**src/rtl/lpcm_scoreboard.sv**
```systemverilog
// In-order scoreboard for the LPCM monitor stream: expected items queue in a FIFO and each
// collected item is compared against the head, with a drain phase and a final pass verdict.
module lpcm_scoreboard #(
  parameter int unsigned DEPTH        = 16,
  parameter int unsigned DRAIN_CYCLES = 1000,
  parameter int unsigned CNT_W        = 16,
  // Width of a packed lpcm_pkg::lpcm_item.
  parameter int unsigned ITEM_W       = 32
) (
  input  logic              clk,
  input  logic              rst,
  input  logic              exp_en,
  input  logic [ITEM_W-1:0] exp_item,
  input  logic              item_collected_en,
  input  logic [ITEM_W-1:0] item_collected,
  input  logic              agent_done,
  output logic              err_en,
  output logic [ITEM_W-1:0] err_exp,
  output logic [ITEM_W-1:0] err_act,
  output logic [CNT_W-1:0]  match_cnt,
  output logic [CNT_W-1:0]  mismatch_cnt,
  output logic              overflow,
  output logic              done,
  output logic              pass
);

  localparam int unsigned AW = (DEPTH > 1) ? $clog2(DEPTH) : 1;
  localparam int unsigned OW = AW + 1;
  localparam int unsigned TW = (DRAIN_CYCLES > 1) ? $clog2(DRAIN_CYCLES + 1) : 1;
  localparam int unsigned SW = ((CNT_W > OW) ? CNT_W : OW) + 2;

  localparam logic [OW-1:0] DepthCnt  = OW'(DEPTH);
  localparam logic [TW-1:0] TimerLast = TW'(DRAIN_CYCLES - 1);
  localparam logic [SW-1:0] CntMaxExt = SW'({CNT_W{1'b1}});

  typedef enum logic [1:0] {StRun, StDrain, StFinished} state_e;

  logic [ITEM_W-1:0] mem [DEPTH];
  logic [AW-1:0]     wr_ptr_q, rd_ptr_q;
  logic [OW-1:0]     count_q, count_d;
  logic [TW-1:0]     timer_q, timer_d;
  state_e            state_q, state_d;

  logic              err_en_q;
  logic [ITEM_W-1:0] err_exp_q, err_act_q;
  logic [CNT_W-1:0]  match_q, match_d;
  logic [CNT_W-1:0]  mismatch_q, mismatch_d;
  logic              overflow_q;

  logic              empty, full, push, pop, bypass, unexpected, ovf_set;
  logic              cmp_err, cmp_ok, timeout;
  logic [ITEM_W-1:0] ref_item;
  logic [SW-1:0]     mismatch_sum;

  assign empty      = (count_q == '0);
  assign full       = (count_q == DepthCnt);
  assign pop        = item_collected_en && !empty;
  assign bypass     = item_collected_en && empty && exp_en;
  assign unexpected = item_collected_en && empty && !exp_en;
  // A full FIFO that pops this cycle frees the slot the push needs.
  assign push       = exp_en && !bypass && (!full || pop);
  assign ovf_set    = exp_en && full && !pop;
  assign count_d    = count_q + OW'(push) - OW'(pop);

  always_comb begin
    ref_item = '0;
    if (!empty) begin
      ref_item = mem[rd_ptr_q];
    end else if (bypass) begin
      ref_item = exp_item;
    end
  end

  assign cmp_err = item_collected_en && (unexpected || (ref_item != item_collected));
  assign cmp_ok  = item_collected_en && !cmp_err;

  always_comb begin
    state_d = state_q;
    timer_d = timer_q;
    timeout = 1'b0;
    unique case (state_q)
      StRun: begin
        timer_d = '0;
        if (agent_done) begin
          state_d = empty ? StFinished : StDrain;
        end
      end
      StDrain: begin
        if (timer_q == TimerLast) begin
          timeout = 1'b1;
          state_d = StFinished;
        end else if (count_d == '0) begin
          state_d = StFinished;
        end
        timer_d = item_collected_en ? '0 : timer_q + TW'(1);
      end
      StFinished: begin
        timer_d = '0;
      end
      default: begin
        state_d = StRun;
        timer_d = '0;
      end
    endcase
  end

  // Items still queued at drain timeout are charged as mismatches.
  always_comb begin
    mismatch_sum = SW'(mismatch_q) + SW'(cmp_err) + (timeout ? SW'(count_d) : '0);
    mismatch_d   = (mismatch_sum > CntMaxExt) ? {CNT_W{1'b1}} : mismatch_sum[CNT_W-1:0];
    match_d      = (cmp_ok && (match_q != {CNT_W{1'b1}})) ? match_q + CNT_W'(1) : match_q;
  end

  always_ff @(posedge clk) begin
    if (push) begin
      mem[wr_ptr_q] <= exp_item;
    end
  end

  always_ff @(posedge clk or posedge rst) begin
    if (rst) begin
      wr_ptr_q   <= '0;
      rd_ptr_q   <= '0;
      count_q    <= '0;
      timer_q    <= '0;
      state_q    <= StRun;
      err_en_q   <= 1'b0;
      err_exp_q  <= '0;
      err_act_q  <= '0;
      match_q    <= '0;
      mismatch_q <= '0;
      overflow_q <= 1'b0;
    end else begin
      if (push) begin
        wr_ptr_q <= wr_ptr_q + AW'(1);
      end
      if (pop) begin
        rd_ptr_q <= rd_ptr_q + AW'(1);
      end
      count_q    <= count_d;
      timer_q    <= timer_d;
      state_q    <= state_d;
      err_en_q   <= cmp_err;
      if (cmp_err) begin
        err_exp_q <= ref_item;
        err_act_q <= item_collected;
      end
      match_q    <= match_d;
      mismatch_q <= mismatch_d;
      overflow_q <= overflow_q | ovf_set;
    end
  end

  assign err_en       = err_en_q;
  assign err_exp      = err_exp_q;
  assign err_act      = err_act_q;
  assign match_cnt    = match_q;
  assign mismatch_cnt = mismatch_q;
  assign overflow     = overflow_q;
  assign done         = (state_q == StFinished);
  assign pass         = done && (mismatch_q == '0) && !overflow_q && (match_q != '0);

endmodule
```
**config.mk**
```make
export PLATFORM = sky130hd
export DESIGN_NAME = lpcm_scoreboard
export DESIGN_NICKNAME = d
export VERILOG_FILES = /design/src/rtl/lpcm_scoreboard.sv
export SDC_FILE = /design/constraint.sdc
export NUM_CORES = 1
export LEC_CHECK = 0
export BUFFER_PORTS_ARGS = -buffer_cell sky130_fd_sc_hd__clkbuf_2
export CAP_MARGIN = 40
export CORE_MARGIN = 2
export CORE_UTILIZATION = 45
export CTS_BUF_LIST = sky130_fd_sc_hd__clkbuf_16
export DETAILED_ROUTE_END_ITERATION = 6
export GPL_ROUTABILITY_DRIVEN = 0
export GPL_TIMING_DRIVEN = 0
export PLACE_DENSITY = 0.7
export SETUP_SLACK_MARGIN = 0.1
export SYNTH_ARGS = -nofsm -noshare
export SYNTH_HDL_FRONTEND = slang
export SYNTH_SLANG_ARGS = --single-unit
```
**constraint.sdc**
```tcl
create_clock -name clk -period 5.3 [get_ports clk]
set_input_delay 0.265 -clock clk [delete_from_list [all_inputs] [get_ports clk]]
set_output_delay 0.265 -clock clk [all_outputs]
set_load 0.005 [all_outputs]
```
==> out/metrics.yaml <==
timing:
  drv_slew: 0
  holdWs_ns: 0.0322
  hold_viol: 0
  final.period_utilization: 0.972
  rsz0062_at_grt: "yes"
  fmax_mhz: 194
  period_needed_ns: 5.15
  relSlewSlack: 0.426
  tightest_slew_ns: 0.861
  fin_skew_ns: 0.0234
  setup_viol: 0
flow_run:
  drv_cap: 0
clock_tree:
  cts_buffers: 66
  clk_pin_slew_ns: 0.06
  clk_latency_ns: 0.61
  clock_path_buffers: 3
  cts_tree: "yes"
  clockRootBuffer: "clkbuf_16"
  htreeDepth: 3
  cts.sinks: 635
logic_synthesis:
  ys_types: 74
  synth-main-ff-cell: "edfxtp_1"
  synth_edf_count: 512
  synth_nets: 1643
  yosysWarnings: 0
  yosys_register_bits: 635
  async_flop_share: 0.194
  avgSynthCellArea_um2: 17.1
  ys_seq_area_frac: 0.695
  syn_area_um2: 26600
  synthCells: 1553
power:
  p_int_mw: 11.8
  p_seq_frac: 0.350
  p_leak_nw: 12.4
  combPwrFrac: 0.403
  switching_share: 0.345
  p_sw_mw: 6.24
  ir_worst_vdd_mv: 0.244
  pwr-share-clk: 0.247
  p_per_area_nw_per_um2: 543
finish:
  nFillCells: 4332
  drive_gt1_frac: 0.372
  postLayoutCoreUtil: 0.568
  most-common-layout-cells: "512 x edfxtp_1, 169 x clkbuf_2, 122 x dfrtp_1, 96 x mux4_2, 81 x buf_4"
  regArea_um2: 18500
  multi_input_area_um2: 8300
  nets: 2016
  layout_commonest_cell: "edfxtp_1"
  area_growth_pct: 25.4
critical_path:
  rr_worst_depth: 25
  endpoint_kind: "flip-flop"
  cp-startpoint: "count_q[3]$_DFF_PP0_"
  r2r_slack_ns: 0.15
  timing.rr.end: "mismatch_cnt[12]$_DFF_PP0_"
  timing.rr.start: "count_q[3]$_DFF_PP0_"
  crit_type: "reg -> reg"
  arrival_ns: 5.62
  cp.required_ns: 5.77
  startpoint_type: "flip-flop"
  path_max_fanout: 5
grt:
  grt_pass1_vias: 16545
  grt-ovfl-total: 0
  grt_max_degree: 66
  grt_usage: 0.264
  grt_pass1_wl_um: 114000
  antenna_found_initial: 1
drt:
  ant_nets: 0
  routed_via_density: 6.12
  drcViolationCount: 0
  routed_wl_um: 80800
  first_iter_violations: 2535
  vias: 16838
  first_pass_iters: 5
  wl_per_cell_um: 29.3
run_status:
  outcome: "finished clean"
floorplan:
  die_w_um: 247
  io_pins: 169
  rows: 89
  dieArea_um2: 61000
  die_y_um: 247
  initial_utilization: 0.453
  core-area_um2: 58700
hold_path:
  holdPathEnd: "err_act[10]$_DFFE_PP0P_"
  min_path_type: "in -> reg"
  whs_path_depth: 2
  hp-start: "item_collected[10]"
placed_design:
  port_buffers: 167
  dpl.hpwl_um: 53100
==> logic make-up after synthesis <==
group / after synthesis / share of synthesized area
AOI/OAI and AO/OA: 170 / 0.0433
xor gates and xnor gates: 57 / 0.0188
adders and majority gates: 21 / 0.0107
buffers and inverters: 113 / 0.0217
DFF: 635 / 0.695
muxes: 262 / 0.153
and+or+nand+nor: 295 / 0.0584
==> sequential cells by signal, indices dropped and copies added, names as in the netlist <==
name          cells
err_en            1
mem             512
err_exp          32
rd_ptr_q          4
match_cnt        16
mismatch_cnt     16
state_q           2
count_q           5
err_act          32
timer_q          10
overflow          1
wr_ptr_q          4
==> routing by layer <==
metal,GRT usage,vias up,wire length (um)
met5,0,-,0
met4,0.0902,0,2960
met3,0.0734,209,10500
met2,0.410,1214,36800
met1,0.360,8543,30500
li1,-,6872,-
==> Yosys cell counts, drive strengths merged, types with 13 or more instances <==
master,instances,area (um2)
clkbuf,16,60.1
buf,54,354
o21ai,32,160
a21oi,28,144
xor2,21,184
mux2i,92,921
mux2,74,968
xnor2,36,315
nand2,64,240
inv,43,161
nor3,18,95.1
ha,18,225
nand4,16,100
edfxtp,512,15400
o22ai,21,131
nand3,48,240
mux4,96,2160
dfrtp,123,3080
or3,14,87.6
and3,13,81.3
nor2,59,221
==> power by group through the flow <==
stage                     combinational [mW]  clock, mW  sequential, mW
after global placement                  5.44          0            6.44
after detailed placement                5.76          0            6.41
after CTS                               6.62       4.51            6.32
after floorplan                         3.49          0            6.36
final                                   7.29       4.47            6.32
after global routing                    7.56       4.70            6.37
==> layout make-up <==
| cell class | instances | area share |
|---|---|---|
| sequential | 635 | 0.554 |
| multi-input combinational | 805 | 0.249 |
| timing repair buffer | 307 | 0.0723 |
| clock buffer | 70 | 0.0526 |
| tap | 773 | 0.0290 |
| buffer | 68 | 0.0286 |
| clock inverter | 50 | 0.00920 |
| inverter | 43 | 0.00500 |
| antenna | 2 | 0.000150 |
==> repair_timing <==
action	in CTS	in global routing
setup endpoints to repair	93	16
hold buffers	19	0
pin swaps	25	37
endpoints found under the hold margin	77	0
setup buffers	30	45
resized for setup	207	88
cloned	2	1
==> critical path, stage by stage, from the launching register on <==
cell and delay (ns):
dfrtp_1 0.40, inv_2 0.09, ha_4 0.14, or4b_4 0.59
nor2_4 0.29, buf_8 0.18, buf_6 0.12, a32oi_2 0.08
nand2_1 0.12, mux2i_1 0.09, or4_4 0.50, nor4_4 0.31
buf_6 0.18, a21oi_4 0.07, buf_12 0.17, fa_2 0.37
inv_2 0.07, fa_2 0.20, nor2b_2 0.05, o21ai_1 0.13
nand2_1 0.09, and2_4 0.15, o21ai_4 0.17, buf_6 0.13
nor2_1 0.04, mux2_2 0.26
==> stage by stage <==
step	area, um2	instances	power (mW)	setup slack (ns)	TNS, ns
2_1_floorplan	26600	1553	9.85	0.126	0
3_3_place_gp	28400	2493	11.9	-2.31	-403.27
3_5_place_dp	29200	2536	12.2	-2.16	-44.01
4_1_cts	32600	2707	17.4	0.103	0
5_1_grt	33300	2751	18.6	0.0192	0
6_report	33300	2753	18.1	0.149	0
==> how the worst max path moves through the flow <==
stage,slack (ns),to,cells after the start
finish,0.15,mismatch_cnt[12]$_DFF_PP0_,25
global route,0.02,mismatch_cnt[12]$_DFF_PP0_,24
CTS,0.10,mismatch_cnt[12]$_DFF_PP0_,23
detailed placement,-2.16,mismatch_cnt[11]$_DFF_PP0_,24
global placement,-2.31,mismatch_cnt[9]$_DFF_PP0_,23
floorplan,0.13,mismatch_cnt[11]$_DFF_PP0_,24
Note: power is estimated with default switching activity, not from simulation.
